===== src/rtl/enigma_rotor_ctrl.sv =====
// enigma_rotor_ctrl: owns the three rotor positions, applies Enigma stepping
// (including the middle-rotor double step) and walks one shared lookup
// datapath through the seven substitutions of a character.
module enigma_rotor_ctrl #(
  parameter logic [4:0] NOTCH_R = 5'd21,
  parameter logic [4:0] NOTCH_M = 5'd4,
  parameter logic [4:0] NOTCH_L = 5'd16
) (
  input  logic       clk,
  input  logic       rst_n,
  input  logic       load_en,
  input  logic [4:0] load_l,
  input  logic [4:0] load_m,
  input  logic [4:0] load_r,
  input  logic       in_valid,
  output logic       in_ready,
  input  logic [4:0] data_in,
  output logic [2:0] lk_stage,
  output logic [4:0] lk_data,
  output logic [4:0] lk_position,
  input  logic [4:0] lk_result,
  output logic       out_valid,
  input  logic       out_ready,
  output logic [4:0] data_out,
  output logic       err_out,
  output logic [4:0] pos_l,
  output logic [4:0] pos_m,
  output logic [4:0] pos_r,
  output logic       notch_l_out
);

  typedef enum logic [1:0] {
    ST_IDLE = 2'd0,
    ST_STEP = 2'd1,
    ST_PASS = 2'd2,
    ST_DONE = 2'd3
  } state_t;

  localparam logic [4:0] LAST_LETTER = 5'd25;
  localparam logic [2:0] LAST_STAGE  = 3'd6;

  state_t     state_reg, state_next;
  logic [2:0] sc_reg, sc_next;
  logic [4:0] w_reg, w_next;
  logic [4:0] pos_l_reg, pos_l_next;
  logic [4:0] pos_m_reg, pos_m_next;
  logic [4:0] pos_r_reg, pos_r_next;
  logic [4:0] data_out_reg, data_out_next;
  logic       err_reg, err_next;

  // Advance one rotor position, wrapping Z back to A.
  function automatic logic [4:0] step_pos(input logic [4:0] p);
    return (p == LAST_LETTER) ? 5'd0 : p + 5'd1;
  endfunction

  // Out-of-range load values fall back to position 0 so positions stay in 0..25.
  function automatic logic [4:0] clamp_pos(input logic [4:0] p);
    return (p > LAST_LETTER) ? 5'd0 : p;
  endfunction

  // State and datapath registers; reset discards any in-flight character.
  always_ff @(posedge clk or negedge rst_n) begin
    if (!rst_n) begin
      state_reg    <= ST_IDLE;
      sc_reg       <= 3'd0;
      w_reg        <= 5'd0;
      pos_l_reg    <= 5'd0;
      pos_m_reg    <= 5'd0;
      pos_r_reg    <= 5'd0;
      data_out_reg <= 5'd0;
      err_reg      <= 1'b0;
    end else begin
      state_reg    <= state_next;
      sc_reg       <= sc_next;
      w_reg        <= w_next;
      pos_l_reg    <= pos_l_next;
      pos_m_reg    <= pos_m_next;
      pos_r_reg    <= pos_r_next;
      data_out_reg <= data_out_next;
      err_reg      <= err_next;
    end
  end

  // Next-state logic: load/accept in IDLE, stepping, seven-stage pass, result hold.
  always_comb begin
    state_next    = state_reg;
    sc_next       = sc_reg;
    w_next        = w_reg;
    pos_l_next    = pos_l_reg;
    pos_m_next    = pos_m_reg;
    pos_r_next    = pos_r_reg;
    data_out_next = data_out_reg;
    err_next      = err_reg;
    case (state_reg)
      ST_IDLE: begin
        if (load_en) begin
          pos_l_next = clamp_pos(load_l);
          pos_m_next = clamp_pos(load_m);
          pos_r_next = clamp_pos(load_r);
        end else if (in_valid) begin
          w_next = data_in;
          if (data_in > LAST_LETTER) begin
            // Not a letter: report it unchanged and leave the rotors alone.
            data_out_next = data_in;
            err_next      = 1'b1;
            state_next    = ST_DONE;
          end else begin
            state_next = ST_STEP;
          end
        end
      end
      ST_STEP: begin
        // All decisions use the pre-step positions; the middle rotor
        // stepping on its own notch is the double step.
        pos_r_next = step_pos(pos_r_reg);
        if ((pos_r_reg == NOTCH_R) || (pos_m_reg == NOTCH_M)) begin
          pos_m_next = step_pos(pos_m_reg);
        end
        if (pos_m_reg == NOTCH_M) begin
          pos_l_next = step_pos(pos_l_reg);
        end
        sc_next    = 3'd0;
        state_next = ST_PASS;
      end
      ST_PASS: begin
        w_next  = lk_result;
        sc_next = sc_reg + 3'd1;
        if (sc_reg == LAST_STAGE) begin
          sc_next       = 3'd0;
          data_out_next = lk_result;
          err_next      = 1'b0;
          state_next    = ST_DONE;
        end
      end
      ST_DONE: begin
        if (out_ready) begin
          state_next = ST_IDLE;
        end
      end
      default: begin
        state_next = ST_IDLE;
      end
    endcase
  end

  // Lookup drive: stage select, working letter and the rotor position for that stage.
  always_comb begin
    lk_stage    = 3'd0;
    lk_data     = 5'd0;
    lk_position = 5'd0;
    if (state_reg == ST_PASS) begin
      lk_stage = sc_reg;
      lk_data  = w_reg;
      case (sc_reg)
        3'd0, 3'd6: lk_position = pos_r_reg;
        3'd1, 3'd5: lk_position = pos_m_reg;
        3'd2, 3'd4: lk_position = pos_l_reg;
        default:    lk_position = 5'd0;
      endcase
    end
  end

  // Handshake and status outputs.
  always_comb begin
    in_ready    = (state_reg == ST_IDLE) && !load_en;
    out_valid   = (state_reg == ST_DONE);
    data_out    = data_out_reg;
    err_out     = err_reg;
    pos_l       = pos_l_reg;
    pos_m       = pos_m_reg;
    pos_r       = pos_r_reg;
    notch_l_out = (pos_l_reg == NOTCH_L);
  end

endmodule


===== config.mk =====
export PLATFORM = sky130hd
export DESIGN_NAME = enigma_rotor_ctrl
export DESIGN_NICKNAME = d
export VERILOG_FILES = /design/src/rtl/enigma_rotor_ctrl.sv
export SDC_FILE = /design/constraint.sdc
export NUM_CORES = 1
export LEC_CHECK = 0
export BUFFER_PORTS_ARGS = -buffer_cell sky130_fd_sc_hd__buf_2
export CAP_MARGIN = 40
export CORE_MARGIN = 2
export CORE_UTILIZATION = 45
export CTS_CLUSTER_DIAMETER = 30
export CTS_CLUSTER_SIZE = 8
export DETAILED_ROUTE_END_ITERATION = 16
export PLACE_DENSITY = 0.73
export SLEW_MARGIN = 20
export SYNTH_ARGS = -nofsm -noshare
export SYNTH_HDL_FRONTEND = slang
export SYNTH_SLANG_ARGS = --single-unit
export TNS_END_PERCENT = 50

===== constraint.sdc =====
create_clock -name clk -period 5.3 [get_ports clk]
set_input_delay 1.325 -clock clk [delete_from_list [all_inputs] [get_ports clk]]
set_output_delay 1.325 -clock clk [all_outputs]
set_load 0.005 [all_outputs]

==> results.md <==
- Post-DP HPWL: 3.662 mm
- Die height: 73.14 um
- Worst Path Buf+Inv: 3
- TritonCTS clock tree: built
- Logic pwr share: 0.566
- CP max stage cell: ha_1
- Vias in the first global route: 1723
- Drt wl/cell: 14.56 um
- GR Util met3: 0.04420
- Row cnt: 25
- Clk root buf: clkbuf_8
- Synthesis Warnings: 0
- RSZ-0062 raised after global routing: false
- Layout Skew: between 0.005 and 0.006 ns
- Final hold viol count: 0
- GR Overflow Total: 0
- Cells after Synth: around 220
- Min-delay worst type: flop to flop
- Internal: approximately 920 uW
- Crit-path max FO: 19
- Outcome: completed
- Worst Setup EP: lk_position[1]
- CP required: 3.97 ns
- Avg Synthesized Cell Area: 9.866 sq um
- Max Clock Freq: 308.3 MHz
- Clock power share: 0.128
- Worst-Margin Slew: 0.7145 ns
- Netlist cell types: 49
- Post-synthesis cell area: about 0.0022 sq mm
- Fill cells: 403
- Worst path depth: 5
- Gpl congestion: approximately 0.85
- # DRC: 0
- Pin count of the biggest net entering global routing: 32
- Critical Path Max Stage Delay: 0.64 ns
- Largest cells by area after synthesis: dfrtp_1 (36%), ha_1 (7.6%), mux2_2 (5.2%)
- PortBufs: 66
- Inserted Clock Buffers: 5
- All-layer global routing usage: 0.1917
- Via count: about 1900
- Post-route ant nets: 0
- Worst Reg-to-Reg Cells: 6
- Busiest layer in global routing: met2
- Max Buffers Root-to-Sink: 2
- Worst slack at placement: 2.282 ns
- Part of the cycle the worst path needs: 0.6119
- Slew margin rel.: 0.5237
- Synth Net Count: 261
- Area share of the largest cell type after synthesis: 0.3607
- P_leak: 0.001251 uW
- Fin util: 0.5605
- Worst r2r src: state_reg[0]
- Leading area contributor after synthesis: dfrtp_1
- Critical path type: flop to output pin
- Fin crit period: 3.243 ns
- Final wirelength: 4.951 mm
- Initial core utilization: 0.4615
- Worst R2R End: data_out[2]
- Type of origin of the critical path: flop
- Setup ws final: 2.057 ns
- R2R setup slack: 2.99 ns
- CP top delay family: adder cells
- Final setup fails: 0
- CP Cell Sequence: inv_1, ha_1, inv_2, a21oi_1, buf_2
- Total power: 1622 uW
- Via density per instance: 5.459
- Core area: 0.004661 sq mm
- Area Overhead vs Synth: 21.47%
- # diodes: 0
- Initial DRC count: 59
- First-pass DRT Iterations: 4
- Clock Sinks: 31
- Share of cells above drive strength 1: 0.3497
- Post-CTS Hold Fix Bufs: 0
- Crit path arrival time: 1.92 ns
- Worst-path clk slew: around 0.07 ns
- Power per cell area: a little over 600 mW/mm^2
- Sequential power share: 0.306
- Max VDD drop: 0.0002738 V
- Yosys reg bits: 31
- Slew Limit Fails: 0
- Max-cap viol count: 0
- Post-CTS Resized: 0
- Die ar.: 0.005349 sq mm
- Psw: 698.8 uW
- H-tree depth: 2
- Postcts setup bufs: 0
- GRT met2 Usage: 0.2883
- Switching Share: 0.4307
- Setup Total Neg Slack: 0 ns
- Initial antenna violation count: 0
- Met1 Use GR: 0.2647
- First-pass GRT wire length: 7.990 mm
- Worst skew pair latency: 0.28 ns
- Ports: 67
- Seq/Total Area, Yosys: 0.3607
- Crit. Startpoint: state_reg[0]
- Die Wd: 73.14 um
- Setup crit end kind: output pin
- Fin nets: 328
cell families after synthesis:
family	share of synthesized area
xor+xnor	0.01571
simple gates	0.1530
buf+inv	0.05003
flops	0.3607
compound gates	0.1920
fa+ha+maj	0.07563
mux	0.1530
worst reg2reg max path, delay by kind of cell (launching register included):
family | cells | cell delay [ns]
flip-flops | 1 | 0.41
buffers and inverters | 2 | 0.32
multiplexers | 1 | 0.31
AO/OA/AOI/OAI | 2 | 0.52
adder cells (fa/ha/maj) | 1 | 0.64
worst min path at each step:
stage                     start           to  slack [ns]  cells after the start
floorplan              w_reg[0]     w_reg[0]        0.47                      1
global placement       w_reg[4]     w_reg[4]        0.48                      1
detailed placement  data_out[2]  data_out[2]        0.49                      1
CTS                    w_reg[2]     w_reg[2]        0.51                      1
global route            err_out      err_out        0.53                      1
finish                 w_reg[2]     w_reg[2]        0.51                      1
power by group through the flow:
stage                     logic, uW  clock network (uW)  registers (uW)
after global placement          904                   0             495
after detailed placement        919                   0             499
after global routing           1030                 221             516
after floorplan                 680                   0             471
final                           918                 208             497
after CTS                       925                 212             496
cells in the mapped netlist (all sizes together):
cell      n
nand3    10
a32oi     1
dfrtp    31
o22ai     4
a21oi    13
xor2      2
nor3      4
a31oi     5
mux2     17
buf       4
nand4     1
o21a      3
or4       1
a41oi     1
a22o      3
nand2    13
a21o      1
a2bb2oi   5
nor2b     2
o211ai    1
and2     10
xnor2     1
a32o      1
inv      19
nor3b     1
ha       13
nand4b    3
o21ai    13
a211o     1
nand4bb   1
mux2i     9
o2bb2ai   2
a22oi     3
nor2     12
o31ai     1
nand2b    3
nor4bb    1
clkbuf    2
final cells by class:
class	instances	area [sq um]	area share
Clock buffer	8	100.1	0.03831
Tap cell	54	67.56	0.02586
Multi-Input combinational cell	162	1267	0.4852
Sequential cell	31	775.7	0.2969
Inverter	19	71.32	0.02730
Timing Repair Buffer	66	330.3	0.1264
layer usage:
layer,share of wire,vias to the layer above
li1,-,920
met1,0.48,867
met2,0.46,63
met3,0.054,6
met4,0.011,0
met5,0,-
layout by cell type, fill, tap and decap left out, drive strengths merged, types with 3 or more instances in the layout:
master / instances
a21oi: 13
a22o: 3
a22oi: 3
a2bb2oi: 5
a31oi: 5
and2: 10
buf: 66
clkbuf: 8
dfrtp: 31
ha: 13
inv: 19
mux2: 17
mux2i: 9
nand2: 13
nand2b: 3
nand3: 10
nand4b: 3
nor2: 12
nor3: 4
o21a: 3
o21ai: 13
o22ai: 4
per-stage QoR:
stage	cell area, sq um	std cells	hold WS, ns
finish	2613	340	0.5056
global placement	2512	332	0.4806
CTS	2613	340	0.5083
global route	2613	340	0.5317
floorplan	2151	218	0.4713
detailed placement	2512	332	0.4909
Power figures use the tool's default switching activity.
